**src/rtl/debounce8_if.sv**
```systemverilog
// Bus bundle for debounce8: raw input bus in, debounced bus and change strobes out.
// RISE/FALL exist only when DEBOUNCE8_EDGE_EN is defined.
interface debounce8_if #(
    parameter int WIDTH = 8
);
    logic [WIDTH-1:0] I;
    logic [WIDTH-1:0] O;
    logic             CHANGED;
`ifdef DEBOUNCE8_EDGE_EN
    logic [WIDTH-1:0] RISE;
    logic [WIDTH-1:0] FALL;

    modport master (output I, input O, input CHANGED, input RISE, input FALL);
    modport slave  (input I, output O, output CHANGED, output RISE, output FALL);
`else
    modport master (output I, input O, input CHANGED);
    modport slave  (input I, output O, output CHANGED);
`endif
endinterface

```
**src/rtl/debounce8.sv**
```systemverilog
// Per-bit two-flop synchroniser plus stability-counter debouncer with a registered change strobe.
// Optional per-bit RISE/FALL strobes are built when DEBOUNCE8_EDGE_EN is defined.
module debounce8 #(
    parameter int WIDTH        = 8,
    parameter int CNT_BITS     = 16,
    parameter int STABLE_COUNT = 12000
) (
    input  logic      CLK,
    input  logic      RESET,
    debounce8_if.slave bus
);

    localparam logic [CNT_BITS-1:0] LAST = CNT_BITS'(STABLE_COUNT - 1);

    logic [WIDTH-1:0]    s1;
    logic [WIDTH-1:0]    s2;
    logic [WIDTH-1:0]    o_q;
    logic [WIDTH-1:0]    o_nxt;
    logic [WIDTH-1:0]    upd;
    logic                changed_q;
    logic [CNT_BITS-1:0] cnt     [WIDTH];
    logic [CNT_BITS-1:0] cnt_nxt [WIDTH];

    always_ff @(posedge CLK or posedge RESET) begin
        if (RESET) begin
            s1 <= '0;
            s2 <= '0;
        end else begin
            s1 <= bus.I;
            s2 <= s1;
        end
    end

    // The compare at LAST clears the counter, so it never wraps.
    always_comb begin
        o_nxt = o_q;
        for (int unsigned i = 0; i < WIDTH; i++) begin
            cnt_nxt[i] = cnt[i];
            if (s2[i] == o_q[i]) begin
                cnt_nxt[i] = '0;
            end else if (cnt[i] == LAST) begin
                o_nxt[i]   = s2[i];
                cnt_nxt[i] = '0;
            end else begin
                cnt_nxt[i] = cnt[i] + CNT_BITS'(1);
            end
        end
        upd = o_nxt ^ o_q;
    end

    always_ff @(posedge CLK or posedge RESET) begin
        if (RESET) begin
            o_q       <= '0;
            changed_q <= 1'b0;
            for (int unsigned i = 0; i < WIDTH; i++) begin
                cnt[i] <= '0;
            end
        end else begin
            o_q       <= o_nxt;
            changed_q <= |upd;
            for (int unsigned i = 0; i < WIDTH; i++) begin
                cnt[i] <= cnt_nxt[i];
            end
        end
    end

    assign bus.O       = o_q;
    assign bus.CHANGED = changed_q;

`ifdef DEBOUNCE8_EDGE_EN
    logic [WIDTH-1:0] rise_q;
    logic [WIDTH-1:0] fall_q;

    always_ff @(posedge CLK or posedge RESET) begin
        if (RESET) begin
            rise_q <= '0;
            fall_q <= '0;
        end else begin
            rise_q <= upd & o_nxt;
            fall_q <= upd & ~o_nxt;
        end
    end

    assign bus.RISE = rise_q;
    assign bus.FALL = fall_q;
`endif

endmodule
```
**src/flat_wrapper.sv**
```systemverilog
// flat-port wrapper written by rule: the top's interface ports become plain ports
module debounce8_flat 
#(
    parameter int WIDTH        = 8,
    parameter int CNT_BITS     = 16,
    parameter int STABLE_COUNT = 12000
)
  (CLK, RESET, bus_I, bus_O, bus_CHANGED);
  debounce8_if #(.WIDTH(WIDTH)) bus_i ();
  input  logic CLK;
  input  logic RESET;
  input wire logic [$bits(bus_i.I)-1:0] bus_I;
  output wire logic [$bits(bus_i.O)-1:0] bus_O;
  output wire logic [$bits(bus_i.CHANGED)-1:0] bus_CHANGED;
  assign bus_i.I = bus_I;
  assign bus_O = bus_i.O;
  assign bus_CHANGED = bus_i.CHANGED;
  debounce8 #(.WIDTH(WIDTH), .CNT_BITS(CNT_BITS), .STABLE_COUNT(STABLE_COUNT)) u_core (.CLK(CLK), .RESET(RESET), .bus(bus_i));
endmodule
```
**config.mk**
```make
export PLATFORM = sky130hd
export DESIGN_NAME = debounce8_flat
export DESIGN_NICKNAME = d
export VERILOG_FILES = /design/src/rtl/debounce8_if.sv /design/src/rtl/debounce8.sv /design/src/flat_wrapper.sv
export SDC_FILE = /design/constraint.sdc
export NUM_CORES = 1
export LEC_CHECK = 0
export CAP_MARGIN = 20
export CORE_MARGIN = 1
export CORE_UTILIZATION = 40
export DETAILED_ROUTE_END_ITERATION = 16
export GPL_TIMING_DRIVEN = 0
export HOLD_SLACK_MARGIN = 0.05
export PLACE_DENSITY = 0.61
export SLEW_MARGIN = 0
export SYNTH_ARGS = -nofsm -noshare
export SYNTH_HDL_FRONTEND = slang
export SYNTH_SLANG_ARGS = --single-unit
```
**constraint.sdc**
```tcl
create_clock -name CLK -period 4.4 [get_ports CLK]
set_input_delay 0.44 -clock CLK [delete_from_list [all_inputs] [get_ports CLK]]
set_output_delay 0.44 -clock CLK [all_outputs]
set_load 0.03 [all_outputs]
```
* Word level (Yosys, flattened, before mapping)
Cells that the tools add are included.
** Word-level totals
- Bits in registers :: 153
- Bits of input ports :: 10
- Output and inout bits :: 9
- Logic and storage cells :: 70
** Cells by class
- Add/subtract/negate cells :: 8
- Equal/unequal tests :: 16
- Mux-type cells :: 32
- Bitwise operators :: 1
- Reductions and logical operators :: 1
** Operator list (count)
- $mux W16 :: 16
- $add A16 B1 Y16 const B :: 8
- $eq A16 B14 Y1 const B :: 8
- $mux W1 :: 16
- $eq A1 B1 Y1 :: 8
- $reduce_or A8 Y1 :: 1
- $xor A8 B8 Y8 :: 1

* Longest topological paths before layout
- Word-level depth :: 5
- Depth in mapped cells :: 8
- Mapped depth without buffers :: 6

* Worst setup path after synthesis
OpenSTA, ideal clock, no wires.
- Path type :: register to register
- Start :: reg u_core.cnt[85] in the netlist's numbering
- End :: reg u_core.o_q[2], in the netlist u_core.bus.O[2]
- Setup time :: 125 ps
- Arrival time :: 1792 ps
- Required time :: 4275 ps
- Slack :: 2483 ps
- Stages on the path, launching flop included :: 5
- Buffers on the path :: 0
- Period minus slack after synthesis :: 1917 ps
- Cell sequence :: dfrtp_1 -> or4_1 -> or3_1 -> nor3_2 -> mux2_2
** On the way
- Word-level cells in the longest chain between the ends :: 3
** RTL lines
- start: declaration :: RTL line debounce8.sv:21 : logic [CNT_BITS-1:0] cnt [WIDTH];
- start signal: indexed assignment :: RTL line debounce8.sv:62 : cnt[i] <= cnt_nxt[i];
- $eq A16 B14 Y1 :: RTL line debounce8.sv:41 : end else if (cnt[i] == LAST) begin
- $mux W1 :: RTL line debounce8.sv:41
- $mux W1 :: RTL line debounce8.sv:39 : if (s2[i] == o_q[i]) begin
- named net u_core.o_nxt[2] :: RTL line debounce8.sv:18 : logic [WIDTH-1:0] o_nxt;
- end signal: assignment :: RTL line debounce8.sv:59 : o_q <= o_nxt;
- end: declaration :: RTL line debounce8.sv:17 : logic [WIDTH-1:0] o_q;
The timed path passes the listed nets, and every way through them passes these cells.

==> results.txt <==
Dividing the detail-routed via count by the number of cells gives 5.02. The number of antenna violations at the first check in global routing is 0. For the via count of the first global-routing pass, the log shows 4835.

The run gives 45 as the maximum number of pins on one net before global-route repair. In this run the worst path has a maximum fanout of 10. The mapped netlist covers 6950 µm².

For the post-synthesis sequential area ratio, the log shows 0.551. TritonCTS built the clock tree. After floorplanning, the core was sized to cover 16800 µm². Yosys printed 0 warnings. The tools report the overall routing resource usage as 0.151. The run finished with clean final reports. The finished cells cover 8060 µm². Yosys mapped the design onto 39 distinct sky130hd cell types.

The tightest hold path in the finished design has a slack of 347 ps. The H-tree was split into 4 levels. The net count of the mapped netlist is 690, and the number of pins exceeding their max-slew limit in the final report is 0. For this design, the CTS-stage hold fixing added 0 buffers. For the setup fix buffers added after clock tree synthesis, the log shows 0. For this design the total switching power over the nets is 0.688 mW.

Routed length per instance: 12.8 µm. The accumulated negative setup slack is 0 ps. In this run the tool buffered the top-level ports with 18 buffer cells. The tools report the relative slew slack as 0.544.

The floorplan step defined a die boundary enclosing 17900 µm². The clock slew seen by the registers of the worst setup and hold paths is 70 ps. The first global-routing pass estimated 21900 µm of wire. After synthesis, the mean cell area works out to 10.3 µm².

The post-route clock skew was 7.18 ps; the layout overhead on the synthesized area was 16.0%. Power spread over the standard cell area amounts to 372 nW/µm². For the slack of the worst reg-to-reg path, the log shows 2130 ps. The net total in the final layout was 730.

The initialized floorplan defines 47 standard-cell rows. Clock tree synthesis found a total of 153 sinks. The analysis attributes to cell leakage a power of 3.47 nW. The filler cells instantiated in the layout total 1526. The number of failing hold endpoints at the final stage came out at 0. The die boundary width is 134 µm. The first routing iteration left 240 violations. The detailed router placed 4742 vias in this run. At the worst endpoint, the required time is 4700 ps. The placed instance area came out at 7470 µm². In this run, post-CTS repair resized a total of 0 instances. The nature of the critical path endpoint was a register. The first TritonRoute pass finished after 4 iterations. At the pin with the least slew margin, the transition time is 677 ps.

The worst-case clock buffer depth was 2. Setup violations remaining at the end of the flow were counted as 0. Logic gate share of total power: 0.034. The fraction of power consumed by the clock network was 0.482.

The worst setup path is launched from a register. For the count of antenna-violating nets left after detailed routing, the log shows 0. Derived from the worst setup path, the maximum achievable clock frequency is 441 MHz.

Register share of total power: 0.484. The total CTS buffers is 17. For this run, design rule violations remaining after detail routing come to 0.

For the max capacitance violation total, the log shows 0. The total overflow left after global routing is 0. The number of antenna diodes in the final layout is 0. The total wire length after detailed routing was 12100 µm; the starting density of the core was 0.415.

The switching share of power is 0.229. Final cell utilization of the core: 0.481. For the post-DP HPWL, the log shows 8380 µm.

The setup path with the least slack is of type reg -> reg. The die boundary height came out at 134 µm. Summing internal, switching and leakage power gives 3.00 mW. For the worst setup path, the data arrival time is 2570 ps. The later-pin clock latency in the skew report came out at 420 ps. The run gives 672 as the count of mapped cells out of synthesis.

Setup repair after global routing left no endpoint under its margin. The layout cell share with drive strength beyond 1 works out to 0.0759. The internal power of the cells came out at 2.31 mW. The tools report the final weighted congestion in routability-driven placement as 0.787. The minimum period implied by the final worst setup slack works out to 2270 ps. The clock root buffer is sky130_fd_sc_hd__clkbuf_16.

VDD sags by at most 0.000276 V. In this run, synthesis produced a sequential element count of 153. In this run the count of I/O pins placed on the die edge is 19. The ratio of final minimum period to clock period works out to 0.515. The worst hold path belongs to the class reg -> reg.
## layer usage
metal	wire length (µm)	global-route usage
met3	322	0.0435
met5	0	0
met2	6000	0.255
met4	101	0.0417
met1	5660	0.189
## cells in the mapped netlist, drive strengths merged
cell     instances  area, µm²
nand3b           1       7.51
mux2             7       78.8
nor4b            3       26.3
nor4             9       62.6
o2111ai          1       8.76
nand3           58        290
or3              4       25.0
nand2b           5       38.8
nand4           25        156
nor2b            2       12.5
nor3b            4       30.0
or2              3       18.8
buf              5       37.5
or4              5       37.5
clkbuf           7       27.5
or4b             1       10.0
nor3            10       55.1
xor2            74        648
xnor2           45        394
a221oi           1       8.76
a21oi            3       15.0
nor2           144        541
nor4bb           1       10.0
dfrtp          153       3830
and4            14        123
and3            18        113
o2bb2ai          1       8.76
inv             12       45.0
ha               8        100
and2             2       12.5
nand2           43        161
nand4b           1       8.76
o21ai            2       10.0
## path summary, 6_finish.rpt
check,to,cells after the start,from
max,u_core.cnt[76]$_DFF_PP0_,7,u_core.cnt[72]$_DFF_PP0_
min,u_core.s2[6]$_DFF_PP0_,0,u_core.s1[6]$_DFF_PP0_
max reg2reg,u_core.cnt[76]$_DFF_PP0_,7,u_core.cnt[72]$_DFF_PP0_
min reg2reg,u_core.s2[6]$_DFF_PP0_,0,u_core.s1[6]$_DFF_PP0_
max in group asynchronous,u_core.cnt[57]$_DFF_PP0_,4,RESET
min in group asynchronous,u_core.cnt[41]$_DFF_PP0_,2,RESET
## sequential cells by signal (all words and copies together) (netlist names)
name	cells
u_core.cnt	128
u_core.bus.O	8
u_core.s1	8
u_core.s2	8
u_core.bus.CHANGED	1
## cell type report
type / instances / area [µm²] / share of cell area
repair buffers: 21 / 240 / 0.0298
multi-input cells: 495 / 3010 / 0.374
well taps: 220 / 275 / 0.0342
clock buffers: 17 / 425 / 0.0528
clock inverters: 15 / 165 / 0.0205
flip-flops and latches: 153 / 3830 / 0.475
inverters: 12 / 48.8 / 0.00605
plain buffers: 12 / 65.1 / 0.00807
## stage by stage
| stage | setup slack (ps) | cells |
|---|---|---|
| finish | 2130 | 945 |
| global route | 1940 | 945 |
| CTS | 2070 | 945 |
| detailed placement | 2090 | 913 |
| global placement | 800 | 910 |
| floorplan | 2030 | 672 |
## kinds of logic after synthesis
family,share of synthesized area
xor gates and xnor gates,0.150
muxes,0.0113
DFF,0.551
buffers and inverters,0.0158
adders and majority gates,0.0144
AOI/OAI and AO/OA,0.00738
and+or+nand+nor,0.250
## power groups by stage
stage / Combinational [mW] / Clock (mW) / Sequential [mW]
finish: 0.102 / 1.45 / 1.45
global route: 0.119 / 1.56 / 1.46
CTS: 0.107 / 1.49 / 1.45
detailed placement: 0.106 / 0 / 1.48
global placement: 0.0967 / 0 / 1.48
floorplan: 0.0705 / 0 / 1.48
## worst max-delay path: stages (launching register included)
cell                       delay [ps]
sky130_fd_sc_hd__dfrtp_1          420
sky130_fd_sc_hd__nor4_1           290
sky130_fd_sc_hd__nand3b_1         110
sky130_fd_sc_hd__nor4_1           530
sky130_fd_sc_hd__nand2b_1         190
sky130_fd_sc_hd__clkbuf_1         260
sky130_fd_sc_hd__buf_2            280
sky130_fd_sc_hd__nor2_1            80
## cells in the final DEF (no fill, tap or decap), types with 5 or more instances in the layout
cell and count:
sky130_fd_sc_hd__nor4_1 8, sky130_fd_sc_hd__or4_1 5, sky130_fd_sc_hd__mux2_2 7, sky130_fd_sc_hd__nor3_1 9, sky130_fd_sc_hd__nand4_1 25, sky130_fd_sc_hd__inv_1 11, sky130_fd_sc_hd__nor2_1 144, sky130_fd_sc_hd__nand2_1 43
sky130_fd_sc_hd__and4_1 14, sky130_fd_sc_hd__nand3_1 58, sky130_fd_sc_hd__clkdlybuf4s50_1 18, sky130_fd_sc_hd__xnor2_1 45, sky130_fd_sc_hd__inv_6 5, sky130_fd_sc_hd__xor2_1 74, sky130_fd_sc_hd__clkinvlp_4 5, sky130_fd_sc_hd__clkbuf_1 6
sky130_fd_sc_hd__and3_1 18, sky130_fd_sc_hd__clkbuf_16 17, sky130_fd_sc_hd__dfrtp_1 153, sky130_fd_sc_hd__ha_1 8
(Power assumes the default switching activity.)
